<file path="config.mk">
export PLATFORM = sky130hd
export DESIGN_NAME = sat_oracle_search_flat
export DESIGN_NICKNAME = d
export VERILOG_FILES = /design/src/rtl/sat_search_pkg.sv /design/src/rtl/sat_oracle_search_if.sv /design/src/rtl/sat_search_pipe.sv /design/src/rtl/sat_oracle_search.sv /design/src/flat_wrapper.sv
export SDC_FILE = /design/constraint.sdc
export NUM_CORES = 1
export LEC_CHECK = 0
export BUFFER_PORTS_ARGS = -buffer_cell sky130_fd_sc_hd__buf_2
export CAP_MARGIN = 25
export CORE_MARGIN = 3
export CORE_UTILIZATION = 56
export DETAILED_ROUTE_END_ITERATION = 7
export PLACE_DENSITY = 0.86
export SETUP_SLACK_MARGIN = 0.05
export SKIP_CTS_REPAIR_TIMING = 1
export SLEW_MARGIN = 20
export SYNTH_ARGS = -nofsm -noshare
export SYNTH_HDL_FRONTEND = slang
export SYNTH_SLANG_ARGS = --single-unit
export TNS_END_PERCENT = 1
</file>
<file path="constraint.sdc">
create_clock -name clk -period 4.6 [get_ports clk]
set_input_delay 0.23 -clock clk [delete_from_list [all_inputs] [get_ports clk]]
set_output_delay 0.23 -clock clk [all_outputs]
set_load 0.1 [all_outputs]
</file>
<file path="src/rtl/sat_search_pkg.sv">
// Shared definitions for the brute-force SAT search engine:
// state encoding, counter width helper and the deepest supported oracle pipeline.
package sat_search_pkg;

  typedef enum logic [1:0] {
    IDLE,
    RUN,
    DRAIN,
    DONE
  } state_t;

  localparam int MAX_LAT = 4;

  // Counters must reach 2^n, so they need one bit more than the assignment.
  function automatic int cnt_w(input int n);
    return n + 1;
  endfunction

endpackage

</file>
<file path="src/rtl/sat_oracle_search_if.sv">
// Bundle between the search engine (master) and the host plus oracle (slave).
// sol_count_o exists only when SEARCH_COUNT_ALL_EN is defined.
interface sat_oracle_search_if #(
  parameter int NUM_VARS = 7
);
  import sat_search_pkg::*;

  localparam int CW = cnt_w(NUM_VARS);

  logic                start_i;
  logic                abort_i;
  logic                sat_i;
  logic [NUM_VARS-1:0] assign_o;
  logic                busy_o;
  logic                done_o;
  logic                result_o;
  logic [NUM_VARS-1:0] model_o;
  logic [CW-1:0]       checked_o;
`ifdef SEARCH_COUNT_ALL_EN
  logic [CW-1:0]       sol_count_o;
`endif

  modport master (
    input  start_i, abort_i, sat_i,
    output assign_o, busy_o, done_o, result_o, model_o, checked_o
`ifdef SEARCH_COUNT_ALL_EN
    , output sol_count_o
`endif
  );

  modport slave (
    output start_i, abort_i, sat_i,
    input  assign_o, busy_o, done_o, result_o, model_o, checked_o
`ifdef SEARCH_COUNT_ALL_EN
    , input sol_count_o
`endif
  );

endinterface

</file>
<file path="src/rtl/sat_search_pipe.sv">
// Valid+candidate delay line matching the oracle latency; DEPTH = 0 is a plain wire.
// flush_i synchronously invalidates every stage, including the entry being pushed.
module sat_search_pipe #(
  parameter int W     = 7,
  parameter int DEPTH = 0
) (
  input  logic         clk,
  input  logic         reset,
  input  logic         flush_i,
  input  logic         in_valid_i,
  input  logic [W-1:0] in_cand_i,
  output logic         out_valid_o,
  output logic [W-1:0] out_cand_o,
  output logic         pending_o
);

  logic [DEPTH:0]        v_chain;
  logic [DEPTH:0][W-1:0] c_chain;

  assign v_chain[0] = in_valid_i;
  assign c_chain[0] = in_cand_i;

  genvar gi;
  generate
    if (DEPTH == 0) begin : g_wire
      logic unused_sink;
      assign unused_sink = ^{clk, reset, flush_i};
      assign pending_o   = 1'b0;
    end else begin : g_regs
      for (gi = 0; gi < DEPTH; gi++) begin : g_stage
        logic         v_q, v_d;
        logic [W-1:0] c_q, c_d;

        always_comb begin
          v_d = flush_i ? 1'b0 : v_chain[gi];
          c_d = c_chain[gi];
        end

        always_ff @(posedge clk or posedge reset) begin
          if (reset) begin
            v_q <= 1'b0;
            c_q <= '0;
          end else begin
            v_q <= v_d;
            c_q <= c_d;
          end
        end

        assign v_chain[gi+1] = v_q;
        assign c_chain[gi+1] = c_q;
      end
      assign pending_o = |v_chain[DEPTH:1];
    end
  endgenerate

  assign out_valid_o = v_chain[DEPTH];
  assign out_cand_o  = c_chain[DEPTH];

endmodule

</file>
<file path="src/rtl/sat_oracle_search.sv">
// Brute-force SAT search: enumerates all assignments into an oracle and reports the first model or UNSAT.
// Optional macro SEARCH_COUNT_ALL_EN: keep searching after hits and count every satisfying assignment.
module sat_oracle_search
  import sat_search_pkg::*;
#(
  parameter int NUM_VARS   = 7,
  parameter int ORACLE_LAT = 0
) (
  input logic                 clk,
  input logic                 reset,
  sat_oracle_search_if.master bus
);

  localparam int                  CW   = cnt_w(NUM_VARS);
  localparam int                  LAT  = (ORACLE_LAT > MAX_LAT) ? MAX_LAT : ORACLE_LAT;
  localparam logic [NUM_VARS-1:0] LAST = '1;

  state_t              state_q, state_d;
  logic [NUM_VARS-1:0] cnt_q, cnt_d;
  logic [NUM_VARS-1:0] model_q, model_d;
  logic [CW-1:0]       checked_q, checked_d;
  logic                result_q, result_d;
  logic                flush, tail_valid, pending, hit;
  logic [NUM_VARS-1:0] tail_cand;
`ifdef SEARCH_COUNT_ALL_EN
  logic [CW-1:0]       sol_q, sol_d;
`endif

  assign hit = tail_valid & bus.sat_i;

  sat_search_pipe #(
    .W     (NUM_VARS),
    .DEPTH (LAT)
  ) u_pipe (
    .clk         (clk),
    .reset       (reset),
    .flush_i     (flush),
    .in_valid_i  (state_q == RUN),
    .in_cand_i   (cnt_q),
    .out_valid_o (tail_valid),
    .out_cand_o  (tail_cand),
    .pending_o   (pending)
  );

  always_comb begin
    state_d   = state_q;
    cnt_d     = cnt_q;
    model_d   = model_q;
    checked_d = checked_q;
    result_d  = result_q;
    flush     = 1'b0;
`ifdef SEARCH_COUNT_ALL_EN
    sol_d     = sol_q;
`endif
    unique case (state_q)
      IDLE, DONE: begin
        if (bus.start_i) begin
          state_d   = RUN;
          cnt_d     = '0;
          model_d   = '0;
          checked_d = '0;
          result_d  = 1'b0;
          flush     = 1'b1;
`ifdef SEARCH_COUNT_ALL_EN
          sol_d     = '0;
`endif
        end
      end
      RUN, DRAIN: begin
        if (tail_valid) checked_d = checked_q + 1'b1;
        if (state_q == RUN) begin
          // Counter saturates on the last candidate; the pipe then drains.
          if (cnt_q == LAST) state_d = DRAIN;
          else               cnt_d   = cnt_q + 1'b1;
        end else if (!pending) begin
          state_d = DONE;
`ifdef SEARCH_COUNT_ALL_EN
          result_d = (sol_q != '0);
`endif
        end
`ifdef SEARCH_COUNT_ALL_EN
        if (hit) begin
          sol_d = sol_q + 1'b1;
          if (sol_q == '0) model_d = tail_cand;
        end
`else
        if (hit) begin
          state_d  = DONE;
          cnt_d    = cnt_q;
          model_d  = tail_cand;
          result_d = 1'b1;
          flush    = 1'b1;
        end
`endif
      end
      default: state_d = IDLE;
    endcase

    // Abort overrides start and any same-cycle hit; assign_o keeps its value.
    if (bus.abort_i) begin
      state_d   = IDLE;
      cnt_d     = cnt_q;
      model_d   = '0;
      checked_d = '0;
      result_d  = 1'b0;
      flush     = 1'b1;
`ifdef SEARCH_COUNT_ALL_EN
      sol_d     = '0;
`endif
    end
  end

  always_ff @(posedge clk or posedge reset) begin
    if (reset) begin
      state_q   <= IDLE;
      cnt_q     <= '0;
      model_q   <= '0;
      checked_q <= '0;
      result_q  <= 1'b0;
`ifdef SEARCH_COUNT_ALL_EN
      sol_q     <= '0;
`endif
    end else begin
      state_q   <= state_d;
      cnt_q     <= cnt_d;
      model_q   <= model_d;
      checked_q <= checked_d;
      result_q  <= result_d;
`ifdef SEARCH_COUNT_ALL_EN
      sol_q     <= sol_d;
`endif
    end
  end

  assign bus.assign_o  = cnt_q;
  assign bus.busy_o    = (state_q == RUN) || (state_q == DRAIN);
  assign bus.done_o    = (state_q == DONE);
  assign bus.result_o  = result_q;
  assign bus.model_o   = model_q;
  assign bus.checked_o = checked_q;
`ifdef SEARCH_COUNT_ALL_EN
  assign bus.sol_count_o = sol_q;
`endif

endmodule
</file>
<file path="src/flat_wrapper.sv">
// flat-port wrapper written by rule: the top's interface ports become plain ports
module sat_oracle_search_flat import sat_search_pkg::*;
#(
  parameter int NUM_VARS   = 7,
  parameter int ORACLE_LAT = 0
)
  (clk, reset, bus_start_i, bus_abort_i, bus_sat_i, bus_assign_o, bus_busy_o, bus_done_o, bus_result_o, bus_model_o, bus_checked_o);
  sat_oracle_search_if #(.NUM_VARS(NUM_VARS)) bus_i ();
  input logic clk;
  input logic reset;
  input wire logic [$bits(bus_i.start_i)-1:0] bus_start_i;
  input wire logic [$bits(bus_i.abort_i)-1:0] bus_abort_i;
  input wire logic [$bits(bus_i.sat_i)-1:0] bus_sat_i;
  output wire logic [$bits(bus_i.assign_o)-1:0] bus_assign_o;
  output wire logic [$bits(bus_i.busy_o)-1:0] bus_busy_o;
  output wire logic [$bits(bus_i.done_o)-1:0] bus_done_o;
  output wire logic [$bits(bus_i.result_o)-1:0] bus_result_o;
  output wire logic [$bits(bus_i.model_o)-1:0] bus_model_o;
  output wire logic [$bits(bus_i.checked_o)-1:0] bus_checked_o;
  assign bus_i.start_i = bus_start_i;
  assign bus_i.abort_i = bus_abort_i;
  assign bus_i.sat_i = bus_sat_i;
  assign bus_assign_o = bus_i.assign_o;
  assign bus_busy_o = bus_i.busy_o;
  assign bus_done_o = bus_i.done_o;
  assign bus_result_o = bus_i.result_o;
  assign bus_model_o = bus_i.model_o;
  assign bus_checked_o = bus_i.checked_o;
  sat_oracle_search #(.NUM_VARS(NUM_VARS), .ORACLE_LAT(ORACLE_LAT)) u_core (.clk(clk), .reset(reset), .bus(bus_i));
endmodule
</file>
==> results.json, run 1 <==
{
  "status": "complete, no violations",
  "grt_usage": 0.211,
  "synth_compound_area_frac": 0.211,
  "clk-insertion-delay-late_ps": 320,
  "dp_slack_ps": 2720,
  "finalCritPeriodShare": 0.446,
  "yosys.area_share.xor_xnor": 0.0418,
  "start_kind": "flip-flop",
  "htree_levels": 1,
  "synth.distinct_cells": 35,
  "seqCellArea_um2": 626,
  "grt_pass1_wl_um": 4370,
  "rows": 16,
  "route.vias.total": 1023,
  "antenna_cells": 0,
  "drive_gt1_frac": 0.267,
  "placedInstanceArea_um2": 1410,
  "antenna_found_initial": 0,
  "drtIter0Drc": 26,
  "design.core.area_um2": 2040,
  "min_period_ps": 2050,
  "tns_ps": 0,
  "synth-seq-cells": 25,
  "drc": 0,
  "hpwl_um": 1940,
  "drtAntennaViolNets": 0,
  "initial_core_util": 0.615,
  "grt_max_degree": 26,
  "overflow": 0,
  "max_freq_ghz": 0.487,
  "clockBufferDepth": 2,
  "nNetsFinal": 161,
  "clockRootBuffer": "clkbuf_4",
  "seq_area_frac_synth": 0.498,
  "power_density_nw_per_um2": 389,
  "path_max_fanout": 11,
  "slowest_delay_ps": 440,
  "die_w_um": 53.4,
  "relSlewSlack": 0.678,
  "yosys.area_share.simple": 0.158,
  "nFillCells": 167,
  "dieArea_um2": 2850,
  "hold_path_class": "in2reg",
  "synth.net_count": 129,
  "path_clk_slew_ps": 130,
  "clock_sinks": 25,
  "worst_slew_pin_slew_ps": 486,
  "io_pins": 30,
  "yosysWarnings": 0,
  "postSynthAreaPerCell_um2": 10.6,
  "dieHeight_um": 53.4,
  "fin_util": 0.716,
  "synth.mux.area_fraction": 0.00797,
  "multi_input_area_um2": 589,
  "slew_violations": 0,
  "syn-cell-area_um2": 1260,
  "cts_buffers": 3,
  "wire_per_inst_um": 14.6,
  "crit_arrival_ps": 1820,
  "gp_congestion": 0.876,
  "setup_viol": 0,
  "first_global_vias": 978,
  "synth_top_family_by_area": "compound AO/OA/AOI/OAI gates",
  "ir_drop_mv": 0.266,
  "cts_tree": "built",
  "wirelength_um": 2590,
  "setup_ws_ps": 2550,
  "via_per_inst": 5.78,
  "syn_to_final_growth_pct": 16.3,
  "crit_slowest_cell": "ha_1",
  "rsz0062_at_grt": "false",
  "crit_top_cell": "inv_1",
  "crit_type": "reg2out",
  "leakage_nw": 0.765,
  "path_buf_inv": 3,
  "design_area_um2": 1460,
  "synth_fa_ha_area_frac": 0.0498,
  "finalClockSkew_ps": 7.66,
  "final_hold_viol_count": 0,
  "crit_chain": "inv_1 > ha_1 > inv_1 > buf_2",
  "portBuffers": 29,
  "crit_required_ps": 4370,
  "max_cap_viol_count": 0,
  "crit_family": "buffers and inverters",
  "worstSetupEndpointType": "output port",
  "synthCells": 119,
  "firstDrtPassIters": 4
}
## cell usage after synthesis (all sizes together)
cell type,n,share of area
o31ai,1,0.0060
a22o,7,0.049
nand4,5,0.025
nand2b,1,0.0050
nand2,8,0.024
a211oi,1,0.010
a32o,1,0.0080
buf,3,0.014
mux2i,1,0.0080
a31oi,2,0.010
a211o,2,0.014
nor3,2,0.0080
and3,1,0.0050
a21o,2,0.012
a21oi,7,0.031
inv,5,0.015
or3,1,0.0050
and2,1,0.0050
and3b,1,0.0080
clkbuf,1,0.0040
and4b,1,0.0080
o21ai,7,0.031
nor2,15,0.045
xor2,6,0.042
o311ai,1,0.013
a22oi,1,0.0060
a2111oi,1,0.022
dfrtp,25,0.50
nand3,2,0.0080
ha,5,0.050
and2b,1,0.0060
and4,1,0.0070
## logic make-up after synthesis
family	after synthesis
buf+inv	9
compound gates	33
xor+xnor	6
fa+ha+maj	5
simple gates	40
mux	1
flops	25
## final cells by class
cell class	instances	share of cell area
repair buffers	31	0.114
multi-input cells	85	0.403
inverters	5	0.0128
clock buffers	3	0.0154
well taps	27	0.0231
clock inverters	1	0.00342
flip-flops and latches	25	0.428
## worst paths after layout
path / endpoint / slack [ps] / startpoint / depth (start not counted)
worst max-delay path: bus_busy_o / 2550 / u_core.state_q[0] / 4
worst min-delay path: u_core.state_q[0] / 220 / bus_abort_i / 2
worst max register to register: u_core.bus.model_o[6] / 2700 / u_core.state_q[0] / 5
worst min register to register: u_core.bus.model_o[4] / 520 / u_core.bus.model_o[4] / 1
max in group asynchronous: u_core.state_q[1] / 3680 / reset / 4
min in group asynchronous: u_core.bus.assign_o[0] / 440 / reset / 3
## power by group
| group | total, mW | leakage [nW] | switching (mW) | internal, mW |
|---|---|---|---|---|
| clock network | 0.0968 | 0.0177 | 0.0643 | 0.0325 |
| logic | 0.214 | 0.402 | 0.172 | 0.0416 |
| registers | 0.257 | 0.345 | 0.0231 | 0.234 |
## state kept, by name, indices dropped and copies added (netlist names)
signal                cells
u_core.bus.assign_o       7
u_core.bus.model_o        7
u_core.bus.result_o       1
u_core.state_q            2
u_core.bus.checked_o      8
## per-layer routing
metal | vias to the layer above | share of wire | GRT usage
met1 | 486 | 0.45 | 0.294
met4 | 0 | 0.00077 | 0.0766
li1 | 497 | - | -
met2 | 38 | 0.48 | 0.333
met3 | 2 | 0.063 | 0.0254
met5 | - | 0 | 0
## layout by cell type (no fill, tap or decap), drive strengths merged, types with 2 or more instances in the layout
master / Yosys / final
buf: 3 / 30
dfrtp: 25 / 25
nor2: 15 / 15
nand2: 8 / 8
a22o: 7 / 7
o21ai: 7 / 7
a21oi: 7 / 7
xor2: 6 / 6
nand4: 5 / 5
inv: 5 / 5
ha: 5 / 5
clkbuf: 1 / 3
a21o: 2 / 2
nand3: 2 / 2
nor3: 2 / 2
a211o: 2 / 2
a31oi: 2 / 2
## through the flow
step	cells	total power [mW]	hold WS, ps
floorplan	119	0.433	257
global placement	171	0.467	458
detailed placement	171	0.472	475
CTS	175	0.568	120
global route	177	0.594	229
finish	177	0.568	219
Note: power is estimated with default switching activity, not from simulation.
==> run 2: changes to the inputs <==
- ABC_AREA: default -> 1
- CORE_UTILIZATION: 56 -> 53
- PLACE_DENSITY: 0.86 -> 0.81
- clock period: 4.6 -> 2.1 ns (I/O delays scaled with it)
==> run 2 against run 1 <==
Net effect:
- clock skew increased by 2.7 ps
- register-to-register slack got worse by 2500 ps
- highest routed layer unchanged
- critical path depth did not move
- area after synthesis increased by 6.3%
- sequential share of layout area fell by 2.7 points
==> results.json, run 2 <==
{
  "startpoint": "u_core.state_q[0]",
  "seq_area_frac_synth": 0.469,
  "tns_ps": 0,
  "min_period_ps": 1890,
  "first_global_vias": 1154,
  "htree_levels": 1,
  "synthCells": 165,
  "io_pins": 30,
  "hold_path_class": "in2reg",
  "synth_most_common_cell": "nand2_1",
  "slew_violations": 0,
  "netlist.top_cell.by_area": "dfrtp_1",
  "wire_per_inst_um": 12.6,
  "rsz0062_at_grt": "false",
  "synth-seq-cells": 25,
  "final_hold_viol_count": 0,
  "fin_cells": 228,
  "synthTopCellsByArea": "dfrtp_1, nand2_1, inv_1, o21ai_0, nor2_1",
  "cts_tree": "built",
  "antenna_cells": 0,
  "post-place-cells": 223,
  "via_per_inst": 5.23,
  "dieArea_um2": 3160,
  "max_freq_ghz": 0.528,
  "grt_usage": 0.193,
  "nNetsFinal": 211,
  "grt_pass1_wl_um": 4950,
  "syn-cell-area_um2": 1340,
  "crit_required_ps": 2000,
  "worst_slew_pin_slew_ps": 490,
  "crit_arrival_ps": 1790,
  "finalCritPeriodShare": 0.902,
  "postSynthAreaPerCell_um2": 8.09,
  "ys_async_sr_fraction": 1.00,
  "placedInstanceArea_um2": 1530,
  "design_area_um2": 1570,
  "largest_reg_flops": 8,
  "totalPowerFinal_mw": 1.91,
  "synth_top_cell_area_share": 0.469,
  "initial_core_util": 0.581,
  "drc": 0,
  "ir_drop_mv": 1.28,
  "clockBufferDepth": 2,
  "firstDrtPassIters": 4,
  "yosysWarnings": 0,
  "drtAntennaViolNets": 0,
  "synth-edff-count": 0,
  "portBuffers": 29,
  "worstSetupEndpointType": "output port",
  "design.core.area_um2": 2300,
  "gp_congestion": 0.873,
  "dieHeight_um": 56.2,
  "antenna_found_initial": 0,
  "clock_sinks": 25,
  "clk-insertion-delay-late_ps": 320,
  "r2r-end": "u_core.bus.checked_o[7]",
  "path_max_fanout": 4,
  "r2r_start": "u_core.state_q[0]",
  "wirelength_um": 2880,
  "crit_end": "bus_busy_o",
  "drive_gt1_frac": 0.260,
  "syn_to_final_growth_pct": 17.3,
  "setup_viol": 0,
  "grt_max_degree": 17,
  "synth_common_cells": "nand2_1, dfrtp_1, inv_1",
  "path_clk_slew_ps": 140,
  "clockRootBuffer": "clkbuf_4",
  "regToRegSetupSlack_ps": 250,
  "synth_ff_type": "dfrtp_1",
  "reg2regPathDepth": 10,
  "layout_commonest_cell": "nand2_1",
  "synth.net_count": 175,
  "max_cap_viol_count": 0,
  "drtIter0Drc": 54,
  "status": "complete, no violations",
  "die_w_um": 56.2,
  "power_density_nw_per_um2": 1220,
  "hold_depth": 4,
  "hpwl_um": 2250,
  "finalClockSkew_ps": 10.3,
  "rows": 17,
  "overflow": 0,
  "route.vias.total": 1193,
  "leakage_nw": 0.833,
  "relSlewSlack": 0.675,
  "synth.distinct_cells": 20,
  "cts_buffers": 3,
  "crit_type": "reg2out",
  "layout_common_cells": "nand2_1, buf_2, dfrtp_1",
  "start_kind": "flip-flop"
}
-- run 2: cell count changes in the layout (fill, tap and decap cells not counted), moves of 3 or more --
cell / before / now
a21oi_1: 6 / 0
a22o_1: 7 / 0
inv_1: 5 / 21
nand2_1: 8 / 44
nand2_2: 0 / 4
nand3_1: 2 / 11
nand4_1: 5 / 2
nor2_1: 15 / 18
nor2_4: 0 / 3
o21ai_0: 6 / 15
xor2_1: 6 / 1
-- run 2: worst min-delay path by stage --
stage                           start                endpoint  slack (ps)
after CTS                       reset       u_core.state_q[0]        -240
after floorplan                 reset  u_core.bus.assign_o[2]         130
after global routing      bus_abort_i       u_core.state_q[0]         180
after global placement          reset  u_core.bus.assign_o[3]         110
after detailed placement        reset  u_core.bus.assign_o[3]         110
final                     bus_abort_i       u_core.state_q[0]         130
-- run 2: final cells by class --
type	count	area [µm²]
Clock buffer	3	22.5
Clock inverter	1	5.00
Fill cell	203	731
Inverter	23	90.1
Multi-Input combinational cell	117	623
Sequential cell	25	628
Tap cell	28	35.0
Timing Repair Buffer	31	163
-- run 2: logic make-up after synthesis --
kind of cell             after synthesis  synth area share
AND/OR/NAND/NOR                       91             0.317
flip-flops                            25             0.469
buffers and inverters                 23            0.0647
AO/OA/AOI/OAI                         19            0.0900
adder cells (fa/ha/maj)                5            0.0469
XOR/XNOR                               2            0.0131
-- run 2: critical path, stage by stage, from the launching register on --
cell        delay [ps]
dfrtp_1            420
inv_1               60
ha_1               420
clkinvlp_4         140
buf_2              420
-- run 2: metrics by stage --
step                      setup slack (ps)  hold WS [ps]   util
after floorplan                       55.0           132      -
after global placement                 392           105  0.666
after detailed placement               290           113  0.666
after CTS                              205          -240  0.678
after global routing                   129           177  0.682
final                                  207           132  0.682
-- run 2: layer usage --
layer	vias to the layer above	wire, µm	global-route usage
met1	565	1330	0.247
met5	-	0	0
met2	30	1370	0.327
met4	0	42	0.0678
li1	592	-	-
met3	6	133	0.0302
-- run 2: power by group --
group	switching (mW)	total, mW	internal [mW]
clock network	0.144	0.215	0.0712
logic	0.870	1.07	0.200
registers	0.0780	0.621	0.543
